==> src/rtl/cpu_ctrl_fsm.sv <==
// Multi-cycle control sequencer for the 19-bit CPU.
// Steps each instruction through FETCH, DECODE, EXEC, MEM and WB. Drives the
// PC, IR, register file, ALU and data-memory controls, and times out stalled
// memory handshakes into FAULT.
module cpu_ctrl_fsm #(
  parameter logic [18:0] RESET_PC    = 19'h0,
  parameter int          MEM_TIMEOUT = 16,
  parameter logic [3:0]  I_TYPE_0    = 4'h0,
  parameter logic [3:0]  I_TYPE_1    = 4'h1,
  parameter logic [3:0]  I_TYPE_2    = 4'h2
) (
  input  logic       clk,
  input  logic       rst,
  output logic       imem_req_o,
  input  logic       imem_ready_i,
  output logic       ir_we_o,
  input  logic [3:0] op_i,
  input  logic       r_type_i,
  input  logic       i_type_i,
  input  logic       s_type_i,
  input  logic       b_type_i,
  input  logic       u_type_i,
  input  logic       j_type_i,
  input  logic       c_type_i,
  input  logic       branch_taken_i,
  output logic       alu_src_b_o,
  output logic       alu_src_a_o,
  output logic       dmem_req_o,
  output logic       dmem_we_o,
  input  logic       dmem_ready_i,
  output logic       rf_we_o,
  output logic [1:0] wb_sel_o,
  output logic       pc_we_o,
  output logic [1:0] pc_sel_o,
  output logic       halted_o,
  output logic       fault_o,
  output logic [2:0] state_o
);

  localparam int CW = $clog2(MEM_TIMEOUT + 1);
  localparam logic [CW-1:0] LAST_WAIT = CW'(MEM_TIMEOUT - 1);

  typedef enum logic [2:0] {
    S_RESET  = 3'd0,
    S_FETCH  = 3'd1,
    S_DECODE = 3'd2,
    S_EXEC   = 3'd3,
    S_MEM    = 3'd4,
    S_WB     = 3'd5,
    S_HALT   = 3'd6,
    S_FAULT  = 3'd7
  } state_t;

  typedef enum logic [2:0] {
    C_R, C_LOAD, C_IALU, C_JR, C_STORE, C_BRANCH, C_U, C_J
  } iclass_t;

  state_t        state;
  iclass_t       iclass;
  iclass_t       decode_class;
  logic          decode_legal;
  logic [CW-1:0] wait_cnt;
  logic [1:0]    wb_sel_q;
  logic [1:0]    pc_sel_q;

  // The PC register lives in the datapath; this block only steers its mux to
  // RESET_PC, so here the value is only sanity-checked for width.
  if ($bits(RESET_PC) != 19) begin : g_reset_pc_width
    $error("RESET_PC must be 19 bits wide");
  end

  // Classify the instruction from the decoder flags; exactly one non-halt flag is legal.
  always_comb begin
    decode_class = C_R;
    decode_legal = $onehot({r_type_i, i_type_i, s_type_i, b_type_i, u_type_i, j_type_i});
    if (i_type_i) begin
      if (op_i == I_TYPE_0)      decode_class = C_LOAD;
      else if (op_i == I_TYPE_1) decode_class = C_IALU;
      else if (op_i == I_TYPE_2) decode_class = C_JR;
      else                       decode_legal = 1'b0;
    end else if (s_type_i) begin
      decode_class = C_STORE;
    end else if (b_type_i) begin
      decode_class = C_BRANCH;
    end else if (u_type_i) begin
      decode_class = C_U;
    end else if (j_type_i) begin
      decode_class = C_J;
    end
  end

  // Sequencer state, handshake timeout counter and the selects latched at EXEC exit.
  always_ff @(posedge clk) begin
    if (rst) begin
      state    <= S_RESET;
      iclass   <= C_R;
      wait_cnt <= '0;
      wb_sel_q <= 2'd0;
      pc_sel_q <= 2'd0;
    end else begin
      case (state)
        S_RESET: begin
          state <= S_FETCH;
        end
        S_FETCH: begin
          if (imem_ready_i) begin
            wait_cnt <= '0;
            state    <= S_DECODE;
          end else if (wait_cnt == LAST_WAIT) begin
            wait_cnt <= '0;
            state    <= S_FAULT;
          end else begin
            wait_cnt <= wait_cnt + CW'(1);
          end
        end
        S_DECODE: begin
          if (c_type_i) begin
            state <= S_HALT;
          end else if (!decode_legal) begin
            state <= S_FAULT;
          end else begin
            iclass <= decode_class;
            state  <= S_EXEC;
          end
        end
        S_EXEC: begin
          case (iclass)
            C_LOAD:      wb_sel_q <= 2'd1;
            C_JR, C_J:   wb_sel_q <= 2'd2;
            C_U:         wb_sel_q <= 2'd3;
            default:     wb_sel_q <= 2'd0;
          endcase
          case (iclass)
            C_JR:        pc_sel_q <= 2'd2;
            C_J:         pc_sel_q <= 2'd1;
            default:     pc_sel_q <= 2'd0;
          endcase
          case (iclass)
            C_BRANCH:        state <= S_FETCH;
            C_LOAD, C_STORE: state <= S_MEM;
            default:         state <= S_WB;
          endcase
        end
        S_MEM: begin
          if (dmem_ready_i) begin
            wait_cnt <= '0;
            state    <= (iclass == C_LOAD) ? S_WB : S_FETCH;
          end else if (wait_cnt == LAST_WAIT) begin
            wait_cnt <= '0;
            state    <= S_FAULT;
          end else begin
            wait_cnt <= wait_cnt + CW'(1);
          end
        end
        S_WB: begin
          state <= S_FETCH;
        end
        default: begin
          state <= state;
        end
      endcase
    end
  end

  // Output decode from the registered state; enables are suppressed while rst is high.
  always_comb begin
    imem_req_o  = 1'b0;
    ir_we_o     = 1'b0;
    alu_src_a_o = 1'b0;
    alu_src_b_o = 1'b0;
    dmem_req_o  = 1'b0;
    dmem_we_o   = 1'b0;
    rf_we_o     = 1'b0;
    wb_sel_o    = 2'd0;
    pc_we_o     = 1'b0;
    pc_sel_o    = 2'd0;
    halted_o    = 1'b0;
    fault_o     = 1'b0;
    case (state)
      S_RESET: begin
        pc_we_o  = 1'b1;
        pc_sel_o = 2'd3;
      end
      S_FETCH: begin
        imem_req_o = 1'b1;
        ir_we_o    = imem_ready_i;
      end
      S_EXEC: begin
        alu_src_b_o = (iclass == C_LOAD) || (iclass == C_IALU) ||
                      (iclass == C_JR)   || (iclass == C_STORE);
        if (iclass == C_BRANCH) begin
          pc_we_o  = 1'b1;
          pc_sel_o = {1'b0, branch_taken_i};
        end
      end
      S_MEM: begin
        dmem_req_o = 1'b1;
        dmem_we_o  = (iclass == C_STORE);
        wb_sel_o   = wb_sel_q;
        pc_sel_o   = pc_sel_q;
        pc_we_o    = (iclass == C_STORE) && dmem_ready_i;
      end
      S_WB: begin
        rf_we_o  = 1'b1;
        pc_we_o  = 1'b1;
        wb_sel_o = wb_sel_q;
        pc_sel_o = pc_sel_q;
      end
      S_HALT:  halted_o = 1'b1;
      S_FAULT: fault_o  = 1'b1;
      default: begin
        halted_o = 1'b0;
      end
    endcase
    if (rst) begin
      imem_req_o = 1'b0;
      ir_we_o    = 1'b0;
      dmem_req_o = 1'b0;
      dmem_we_o  = 1'b0;
      rf_we_o    = 1'b0;
      pc_we_o    = 1'b0;
    end
  end

  assign state_o = state;

endmodule

==> config.mk <==
export PLATFORM = sky130hd
export DESIGN_NAME = cpu_ctrl_fsm
export DESIGN_NICKNAME = d
export VERILOG_FILES = /design/src/rtl/cpu_ctrl_fsm.sv
export SDC_FILE = /design/constraint.sdc
export NUM_CORES = 1
export LEC_CHECK = 0
export BUFFER_PORTS_ARGS = -buffer_cell sky130_fd_sc_hd__clkbuf_2
export CAP_MARGIN = 15
export CORE_MARGIN = 4
export CORE_UTILIZATION = 50
export CTS_BUF_LIST = sky130_fd_sc_hd__clkbuf_16
export DETAILED_ROUTE_END_ITERATION = 12
export PLACE_DENSITY = 0.77
export SYNTH_ARGS = -nofsm -noshare
export SYNTH_HDL_FRONTEND = slang
export SYNTH_SLANG_ARGS = --single-unit
==> constraint.sdc <==
create_clock -name clk -period 5.1 [get_ports clk]
set_input_delay 0.765 -clock clk [delete_from_list [all_inputs] [get_ports clk]]
set_output_delay 0.765 -clock clk [all_outputs]
set_load 0.01 [all_outputs]
After elaboration in Yosys (flattened, before gate mapping)
Index checks and enable logic that the tools add are counted.
{ "word_totals": {"elab_cells": 88, "input_bits": 16, "out_inout_bits": 17, "register_bits": 15} }
{ "op_classes": {"n_eq_ne": 18, "addsub": 6, "reduce_logical": 13, "mux": 45, "bitwise": 1} }
{ "ops": {"columns": ["op", "n"], "rows": [
  ["$mux W3", 11],
  ["$eq A3 B3 Y1 const B", 8],
  ["$mux W1", 20],
  ["$mux W5", 3],
  ["$pmux W3 S5", 1],
  ["$eq A3 B2 Y1 const B", 4],
  ["$pmux W2 S3", 2],
  ["$pmux W5 S2", 1],
  ["$eq A3 B1 Y1 const B", 3],
  ["$mux W2", 4],
  ["$reduce_or A2 Y1", 4],
  ["$add A1 B1 Y2", 3],
  ["$pmux W3 S2", 1],
  ["$add A5 B1 Y5 const B", 1],
  ["$eq A5 B4 Y1 const B", 1],
  ["$reduce_bool A5 Y1", 1],
  ["$eq A4 B1 Y1 const B", 1],
  ["$eq A4 B2 Y1 const B", 1],
  ["$logic_not A4 Y1", 1],
  ["$pmux W2 S2", 1],
  ["$add A2 B2 Y3", 1],
  ["$add A3 B2 Y3", 1],
  ["$logic_not A3 Y1", 1],
  ["$logic_or A1 B1 Y1", 3],
  ["5 further kinds", 5]
]} }

Logic depth before layout (Yosys ltp)
{ "depth": {"ltp_word": 11, "ltp_mapped": 10, "depth_no_buf": 10} }

Worst setup path after synthesis
Ideal clock, no wire load.
{ "synth_timing": {"path_type": "input -> register", "startpoint": "in i_type_i", "endpoint": "reg state[2], in the netlist state_o[2]", "setup_ps": 140, "n_path_buf": 0, "arrival_time_ps": 3433, "required_ps": 4960, "cell_stages": 10, "setup_slack_ps": 1527, "path_cell_list": "inv_1 > fa_1 > fa_1 > inv_1 > ha_1 > fa_1 > or4b_4 > a21o_1 > a221oi_1 > a311oi_1"} }
{ "synth_via": {"elab_chain_len": 10} }
{ "synth_rtl": {"columns": ["element", "line", "source"], "rows": [
  ["from (decl)", "19", "input logic i_type_i,"],
  ["$add A1 B1 Y2 (not written as such)", "75", "decode_legal = $onehot({r_type_i, i_type_i, s_type_i, b_type_i, u_type_i, j_type_i});"],
  ["$add A3 B2 Y3 (not written as such)", "75", null],
  ["$eq A3 B1 Y1", "75", null],
  ["$mux W1", "79", "else if (op_i == I_TYPE_2) decode_class = C_JR;"],
  ["$mux W1", "78", "else if (op_i == I_TYPE_1) decode_class = C_IALU;"],
  ["$mux W1", "77", "if (op_i == I_TYPE_0) decode_class = C_LOAD;"],
  ["$mux W1 (*)", "76", "if (i_type_i) begin"],
  ["$mux W3 (*)", "119", "end else if (!decode_legal) begin"],
  ["$mux W3 (*)", "117", "if (c_type_i) begin"],
  ["$pmux W3 S5 (*)", "101", "case (state)"],
  ["to (signal assigned)", "147", "state <= (iclass == C_LOAD) ? S_WB : S_FETCH;"],
  ["to (signal assigned)", "159", "state <= state;"],
  ["to (decl)", "58", "state_t state;"]
]} }
Every way passes the cells marked *; elsewhere a longest branch is shown, timed or not.
A chain may end at the register's enable or synchronous reset.

Final worst setup path
Same ends and word-level chain as after synthesis.

==> results.py <==
metrics = {
    "detailed_routing": {
        "dr.pass1.iters": 4,
        "route.vias.total": 1220,
        "drt_iter0_markers": 26,
        "met2_length_um": 1460,
        "wl_met1_um": 1110,
        "avgViaCountPerCell": 5.87,
        "finalWirelength_um": 2730,
        "drtAntennaViolNets": 0,
        "route.detailed.drc": 0,
        "wl_met3_um": 111,
        "post_drt_wl_per_cell_um": 13.1,
        "topRoutingLayerUsed": "met4",
    },
    "logic_synthesis": {
        "synth-seq-area-share": 0.254,
        "avgSynthCellArea_sq_um": 7.53,
        "synth_top_flop_cell": "dfxtp_1",
        "syn_nets": 178,
        "syn-cell-area_sq_um": 1180,
        "synth_edf_count": 0,
        "synth_cell_types": 48,
        "ys_seq_elements": 15,
        "ys_warn_count": 0,
        "netlist_instances": 157,
        "synthArstFlopShare": 0,
    },
    "sta": {
        "hold_viol_final": 0,
        "finalClockSkew_ns": 0.00333,
        "setup_tns_ns": 0,
        "tightest_slew_ns": 0.705,
        "min_period_over_period": 0.724,
        "fmax_mhz": 271,
        "holdWs_ns": 0.456,
        "slew_violations": 0,
        "fin_crit_ns": 3.69,
        "relSlewSlack": 0.529,
        "grt_setup_unrepaired": "no",
        "finalSetupViolations": 0,
    },
    "grt": {
        "grt_max_degree": 26,
        "grt_remaining_overflow": 0,
        "grt_pass1_wl_um": 4550,
        "grt_use_total": 0.175,
        "first_global_vias": 1093,
        "antenna_found_initial": 0,
    },
    "min_path": {
        "hold_path.class": "reg -> reg",
        "min_path_cells": 2,
        "holdPathEnd": "pc_sel_q[1]$_SDFFE_PP0P_",
        "worstHoldStart": "pc_sel_q[1]$_SDFFE_PP0P_",
    },
    "worst_setup_path": {
        "r2r-start": "state_o[1]$_SDFFE_PP0P_",
        "crit_chain": "clkbuf_2, inv_1, fa_1, fa_1, inv_1, ha_1, fa_1, or4b_4, a21o_1, a221oi_1, a311oi_1",
        "start_kind": "input port",
        "worstPathArrival_ns": 3.77,
        "r2r_cells": 4,
        "endpoint_kind": "register",
        "critPathSlowestCell": "or4b_4",
        "critPathMaxStageDelay_ns": 0.55,
        "worst-r2r-setup-slack_ns": 3.21,
        "path_delay_family": "adder cells",
        "r2r-end": "iclass[1]$_SDFFE_PP0P_",
        "cp_max_fo": 6,
        "critical_path_class": "in -> reg",
        "cp_common_cell": "fa_1",
        "cp.buffers_inverters": 3,
        "required_ns": 5.18,
    },
    "floorplanning": {
        "ios": 33,
        "fp.dieH_um": 56.6,
        "rows": 17,
        "dieArea_sq_um": 3210,
        "core_sq_um": 2230,
        "start_util": 0.529,
        "die_x_um": 56.6,
    },
    "placement": {
        "dp.cells": 204,
        "dp_hpwl_um": 2040,
        "place_congestion": 0.734,
        "io_buffers": 31,
    },
    "final_layout": {
        "instances_no_fill": 208,
        "drive_above_1_share": 0.211,
        "final_cell_mix": "clkbuf_2, nor2_1, dfxtp_1",
        "antennaDiodeCount": 0,
        "area_growth_syn_to_layout_pct": 18.2,
        "layout_commonest_cell": "clkbuf_2",
        "final_nets": 202,
        "post-route-util": 0.626,
    },
    "clocking": {
        "htree_levels": 1,
        "numCtsBuffers": 3,
        "cts.sinks": 15,
        "insertion_delay_ns": 0.24,
        "post-cts-setup-buffers": 0,
        "ctsHoldBuffers": 0,
        "cts_resized": 0,
        "cts_root_buffer": "clkbuf_16",
        "cts.reportedPaths.clkPinSlew_ns": 0.05,
        "tritoncts": "built",
        "cts_buffer_depth": 2,
    },
    "outcome": {
        "status": "finished clean",
    },
    "flow_run": {
        "max_cap_viol_count": 0,
    },
    "power": {
        "power_density_nw_per_um2": 316,
        "leakage_nw": 0.567,
        "power_uw": 442,
        "vdd_drop_max_uv": 222,
    },
}
sequential cells by signal, indices dropped and copies added, names as in the netlist:
register / cells
iclass: 3
pc_sel_q: 2
state_o: 3
wait_cnt: 5
wb_sel_q: 2
per-layer routing:
metal | up-vias | GRT usage
li1 | 607 | -
met1 | 573 | 0.194
met2 | 32 | 0.320
met3 | 8 | 0.0345
met4 | 0 | 0.0712
met5 | - | 0
how the worst max path moves through the flow:
| stage | startpoint | endpoint | slack [ns] | cells past startpoint |
|---|---|---|---|---|
| finish | i_type_i | state_o[2]$_SDFFE_PP0P_ | 1.41 | 11 |
| global route | i_type_i | state_o[2]$_SDFFE_PP0P_ | 1.26 | 11 |
| CTS | i_type_i | state_o[2]$_SDFFE_PP0P_ | 1.41 | 11 |
| detailed placement | i_type_i | state_o[2]$_SDFFE_PP0P_ | 1.20 | 11 |
| global placement | i_type_i | state_o[2]$_SDFFE_PP0P_ | 1.25 | 11 |
| floorplan | i_type_i | state_o[2]$_SDFFE_PP0P_ | 1.53 | 10 |
through the flow:
stage / setup slack (ns) / cell area, sq um
3_5_place_dp: 1.20 / 1320
5_1_grt: 1.26 / 1400
4_1_cts: 1.41 / 1400
2_1_floorplan: 1.53 / 1180
3_3_place_gp: 1.25 / 1320
6_report: 1.41 / 1400
area by class of cell:
cell class / count / area (sq um)
Timing Repair Buffer: 31 / 155
Multi-Input combinational cell: 120 / 791
Clock inverter: 1 / 3.75
Inverter: 10 / 37.5
Sequential cell: 15 / 300
Clock buffer: 3 / 75.1
Tap cell: 28 / 35.0
Fill cell: 198 / 836
tightest hold or removal path, cell delays in order, from the launching register on:
cell     delay (ns)
dfxtp_1        0.30
nand2_1        0.05
a21oi_1        0.05
cells by family (layout without fill, tap and decap cells):
logic type	after synthesis	count (layout)	share of synthesized area
and+or+nand+nor	69	69	0.320
AOI/OAI and AO/OA	39	39	0.226
buffers and inverters	22	45	0.0773
DFF	15	15	0.254
adders and majority gates	5	5	0.0720
xor gates and xnor gates	3	3	0.0222
muxes	3	3	0.0254
other	1	1	0.00317
Yosys cell counts, types with 4 or more instances:
library cell | count | area share
a21oi_1 | 11 | 0.047
inv_1 | 10 | 0.032
nand2b_1 | 6 | 0.032
nand4b_1 | 4 | 0.030
o21ai_0 | 5 | 0.021
buf_2 | 4 | 0.017
nand2_1 | 12 | 0.038
nor3_1 | 7 | 0.030
nor2_1 | 15 | 0.048
nand3_1 | 5 | 0.021
clkbuf_1 | 6 | 0.019
a31oi_1 | 4 | 0.021
dfxtp_1 | 15 | 0.25
where the power goes:
part | internal, mW | leakage, nW | switching [mW]
combinational | 0.0591 | 0.403 | 0.0769
sequential | 0.126 | 0.122 | 0.0300
clock | 0.104 | 0.0423 | 0.0459
total | 0.289 | 0.567 | 0.153
Power figures use the tool's default switching activity.
